**config.mk**
```make
export PLATFORM = sky130hd
export DESIGN_NAME = vga_sync_gen
export DESIGN_NICKNAME = d
export VERILOG_FILES = /design/src/rtl/vga_sync_gen.sv
export SDC_FILE = /design/constraint.sdc
export NUM_CORES = 1
export LEC_CHECK = 0
export ABC_AREA = 1
export ABC_CLOCK_PERIOD_IN_PS = 2800
export BUFFER_PORTS_ARGS = -buffer_cell sky130_fd_sc_hd__buf_2
export CAP_MARGIN = 30
export CORE_MARGIN = 10
export CORE_UTILIZATION = 62
export DETAILED_ROUTE_END_ITERATION = 12
export PLACE_DENSITY_LB_ADDON = 0.05
export SYNTH_ARGS = -nofsm -noshare
export SYNTH_HDL_FRONTEND = slang
export SYNTH_SLANG_ARGS = --single-unit
```
**constraint.sdc**
```tcl
create_clock -name clk -period 2.8 [get_ports clk]
set_input_delay 0.7 -clock clk [delete_from_list [all_inputs] [get_ports clk]]
set_output_delay 0.7 -clock clk [all_outputs]
set_load 0.01 [all_outputs]
```
**src/rtl/vga_sync_gen.sv**
```systemverilog
// VGA raster timing generator: pixel-rate divider, h/v counters, registered sync/blank/coordinate outputs.
// Define VGA_POS_SYNC_EN for active-high hs/vs (default build: active-low).
module vga_sync_gen #(
    parameter int unsigned CLK_DIV  = 4,
    parameter int unsigned H_ACTIVE = 640,
    parameter int unsigned H_FP     = 16,
    parameter int unsigned H_SYNC   = 96,
    parameter int unsigned H_BP     = 48,
    parameter int unsigned V_ACTIVE = 480,
    parameter int unsigned V_FP     = 10,
    parameter int unsigned V_SYNC   = 2,
    parameter int unsigned V_BP     = 33
) (
    input  logic       clk,
    input  logic       rst_n,
    output logic       pix_en,
    output logic       hs,
    output logic       vs,
    output logic       video_on,
    output logic [9:0] px_x,
    output logic [9:0] px_y,
    output logic       frame_start
);

    localparam int unsigned H_TOTAL = H_ACTIVE + H_FP + H_SYNC + H_BP;
    localparam int unsigned V_TOTAL = V_ACTIVE + V_FP + V_SYNC + V_BP;

    generate
        if (H_TOTAL > 1024 || V_TOTAL > 1024) begin : g_total_chk
            $error("vga_sync_gen: H_TOTAL and V_TOTAL must not exceed 1024");
        end
        if (CLK_DIV < 1 || CLK_DIV > 16) begin : g_div_chk
            $error("vga_sync_gen: CLK_DIV must be in 1..16");
        end
    endgenerate

    localparam logic [3:0] DIV_LAST = 4'(CLK_DIV - 1);
    localparam logic [9:0] H_LAST   = 10'(H_TOTAL - 1);
    localparam logic [9:0] V_LAST   = 10'(V_TOTAL - 1);
    localparam logic [9:0] H_VIS    = 10'(H_ACTIVE);
    localparam logic [9:0] V_VIS    = 10'(V_ACTIVE);
    localparam logic [9:0] HS_FIRST = 10'(H_ACTIVE + H_FP);
    localparam logic [9:0] HS_LAST  = 10'(H_ACTIVE + H_FP + H_SYNC - 1);
    localparam logic [9:0] VS_FIRST = 10'(V_ACTIVE + V_FP);
    localparam logic [9:0] VS_LAST  = 10'(V_ACTIVE + V_FP + V_SYNC - 1);

`ifdef VGA_POS_SYNC_EN
    localparam logic SYNC_ON = 1'b1;
`else
    localparam logic SYNC_ON = 1'b0;
`endif

    logic [3:0] div_q, div_d;
    logic [9:0] h_q, h_d;
    logic [9:0] v_q, v_d;
    logic       tick;
    logic       hs_q, vs_q, von_q, pix_en_q, fs_q;
    logic [9:0] x_q, y_q;

    always_comb begin
        tick  = (div_q == DIV_LAST);
        div_d = tick ? '0 : div_q + 4'd1;
        h_d   = (h_q == H_LAST) ? '0 : h_q + 10'd1;
        v_d   = v_q;
        if (h_q == H_LAST) begin
            v_d = (v_q == V_LAST) ? '0 : v_q + 10'd1;
        end
    end

    // Decodes use the next counter values so every output changes on the tick edge together.
    always_ff @(posedge clk) begin
        if (!rst_n) begin
            div_q    <= '0;
            h_q      <= H_LAST;
            v_q      <= V_LAST;
            hs_q     <= ~SYNC_ON;
            vs_q     <= ~SYNC_ON;
            von_q    <= 1'b0;
            x_q      <= '0;
            y_q      <= '0;
            pix_en_q <= 1'b0;
            fs_q     <= 1'b0;
        end else begin
            div_q    <= div_d;
            pix_en_q <= tick;
            fs_q     <= tick && (h_d == '0) && (v_d == '0);
            if (tick) begin
                h_q   <= h_d;
                v_q   <= v_d;
                x_q   <= h_d;
                y_q   <= v_d;
                von_q <= (h_d < H_VIS) && (v_d < V_VIS);
                hs_q  <= ((h_d >= HS_FIRST) && (h_d <= HS_LAST)) ? SYNC_ON : ~SYNC_ON;
                vs_q  <= ((v_d >= VS_FIRST) && (v_d <= VS_LAST)) ? SYNC_ON : ~SYNC_ON;
            end
        end
    end

    assign pix_en      = pix_en_q;
    assign hs          = hs_q;
    assign vs          = vs_q;
    assign video_on    = von_q;
    assign px_x        = x_q;
    assign px_y        = y_q;
    assign frame_start = fs_q;

endmodule

```
==> run metrics <==
clock transition at the registers of the reported paths 0.11 ns; starting DRC count in detailed routing 146; min Tclk post-route 2.12 ns; CTS buffer count 5; Post-Synthesis Cell Area 0.00224 mm²; Max stage delay on crit path 0.46 ns; Layout Cells excl Fill 402; first-pass GRT wire length 9.65 mm; drt first pass iters 4; Pwr Total 0.00141 W; pre-CTS setup slack 0.637 ns; Pleak 1.25 nW; grt ovf 0; clock sinks 39; RD Place Congestion 0.986; wire per inst 13.7 µm; clock root cell clkbuf_4; core area 0.00342 mm²; P per Cell Area 582 mW/mm²; worst vdd rail ir drop 0.371 mV; postcts setup bufs 0; CTS Buffer Depth 2; Layout fillers 311; die area 0.00641 mm²; syn_nets 344; CP Max Fanout 12; Max stage delay cell, worst path dfxtp_1; placed insts 394; clock latency on the worst-skew pair 0.35 ns; nets 363; crit-path cells ha_1, nand2_2, nor2_4, nand2_4, nor2_4, nand2_1, nand2_1, nand2_2, nor2_1, nand3b_4, nor2_1, nor2_1; worst hold path class reg -> reg; initial antenna violation count 0; total of max-cap violations 0; Worst Max-Slew Pin Slew 0.558 ns; Synth cell types 28; Worst Clk Skew 0.00617 ns; endpoints failing setup 0; CP arrival 2.37 ns; Worst Setup Start Kind flip-flop; port bufs 26; DRC errors left 0; Initial Util 0.655; Max Freq 0.472 GHz; hold_buf cts 0; CP Class reg -> reg; Vias/cell 5.46; final worst path period share 0.757; Avg Cell Area, Syn 6.65 µm²; vias 2195; Die Y 80.1 µm; final hold violation count 0; register area share after synthesis 0.349; I/O Pins 27; CP top delay family simple AND/OR/NAND/NOR gates; die width 80.1 µm; Antenna Cells 0; final antenna-violating net count 0; CP endpoint kind flip-flop; aggregate routed wire length 5.51 mm; share of cells above drive strength 1 0.146; synthesized instance count 336; setup ws final 0.680 ns; RSZ-0062 raised after global routing false; Crit path top cell by count nor2_1; vias in the first global route 2067; synth warn 0; # resized after CTS 0; CTS tree done; Final HPWL DP 4.25 mm; synthesis-to-finish area growth 8.11%; Slew Viols, Final 0; status complete, no violations; required time of the critical path 3.05 ns; Rel. slew slack 0.626; setup_tns 0 ns; H-Tree Depth 2; num rows 21; Yosys reg bits 39; total track usage 0.185; pin count of the biggest net entering global routing 19; CP bufs+invs 0
## cell usage in the layout, fill, tap and decap left out, drive strengths merged, types with 2 or more instances in the layout
master  count
nand4      13
nor3        4
o211ai      2
o22ai      11
nor2       45
clkbuf      6
nand3b      2
o21ai      13
a22oi       4
buf        28
inv        36
nand2     102
clkinv      3
a21oi       4
nand3      32
dfxtp      39
or2         2
ha          6
## cell families (layout without fill, tap and decap cells)
family / count (synthesis) / count (layout) / synth area share
AND/OR/NAND/NOR: 200 / 200 / 0.405
adder cells (fa/ha/maj): 6 / 6 / 0.0336
XOR/XNOR: 2 / 2 / 0.00784
AO/OA/AOI/OAI: 35 / 35 / 0.0923
flip-flops: 39 / 39 / 0.349
buffers and inverters: 54 / 74 / 0.112
## metal layers
| layer | wire, µm | GRT usage | share of wire |
|---|---|---|---|
| met1 | 2490 | 0.226 | 0.45 |
| met2 | 2480 | 0.293 | 0.45 |
| met3 | 445 | 0.0546 | 0.081 |
| met4 | 96 | 0.0827 | 0.017 |
| met5 | 0 | 0 | 0 |
## power by group
group | switching, W | internal (W) | total (W)
combinational | 0.000283 | 0.000123 | 0.000406
clock | 0.000184 | 0.000211 | 0.000395
sequential | 0.0000261 | 0.000579 | 0.000605
total | 0.000493 | 0.000913 | 0.00141
## metrics by stage
step / instance area, µm² / utilization / hold WS [ns]
after floorplan: 2240 / - / 0.418
final: 2420 / 0.708 / 0.457
after global placement: 2330 / 0.682 / 0.436
after CTS: 2420 / 0.708 / 0.463
after global routing: 2420 / 0.708 / 0.494
after detailed placement: 2330 / 0.682 / 0.445
## cell usage after synthesis, drive strengths merged
cell type	n	area share
xor2	1	0.0039
clkinv	2	0.0034
nand3b	2	0.012
o21ai	13	0.029
xnor2	1	0.0039
nand4	13	0.036
nor3	4	0.0090
nor2	45	0.090
clkbuf	3	0.0050
nand3	32	0.072
nand2	102	0.18
o21a	1	0.0034
buf	13	0.043
inv	36	0.060
o211ai	2	0.0067
o22ai	11	0.031
or2	2	0.0056
a21oi	4	0.0090
ha	6	0.034
dfxtp	39	0.35
a22oi	4	0.013
## state kept, by name (all words and copies together), names as in the netlist
signal       flops
video_on         1
px_y             3
pix_en           1
v_q             10
hs               1
vs               1
h_q             10
px_x             7
div_q            4
frame_start      1
## tightest hold or removal path: stages (launching register included)
cell,delay (ns)
dfxtp_1,0.33
nand2_1,0.06
nand2_1,0.04
## area by class of cell
type / instances / area, µm² / area share
multi-input cells: 243 / 1200 / 0.498
clock buffers: 6 / 51.3 / 0.0212
flip-flops and latches: 39 / 781 / 0.323
inverters: 38 / 143 / 0.0590
repair buffers: 28 / 145 / 0.0600
clock inverters: 2 / 35.0 / 0.0145
well taps: 46 / 57.6 / 0.0238
## path summary, 6_finish.rpt
| kind | endpoint | start | slack, ns | depth (start not counted) |
|---|---|---|---|---|
| worst max-delay path | vs | h_q[0] | 0.68 | 12 |
| worst min-delay path | px_x[9] | px_x[9] | 0.46 | 2 |
| worst max register to register | vs | h_q[0] | 0.68 | 12 |
| worst min register to register | px_x[9] | px_x[9] | 0.46 | 2 |
Power figures use the tool's default switching activity.
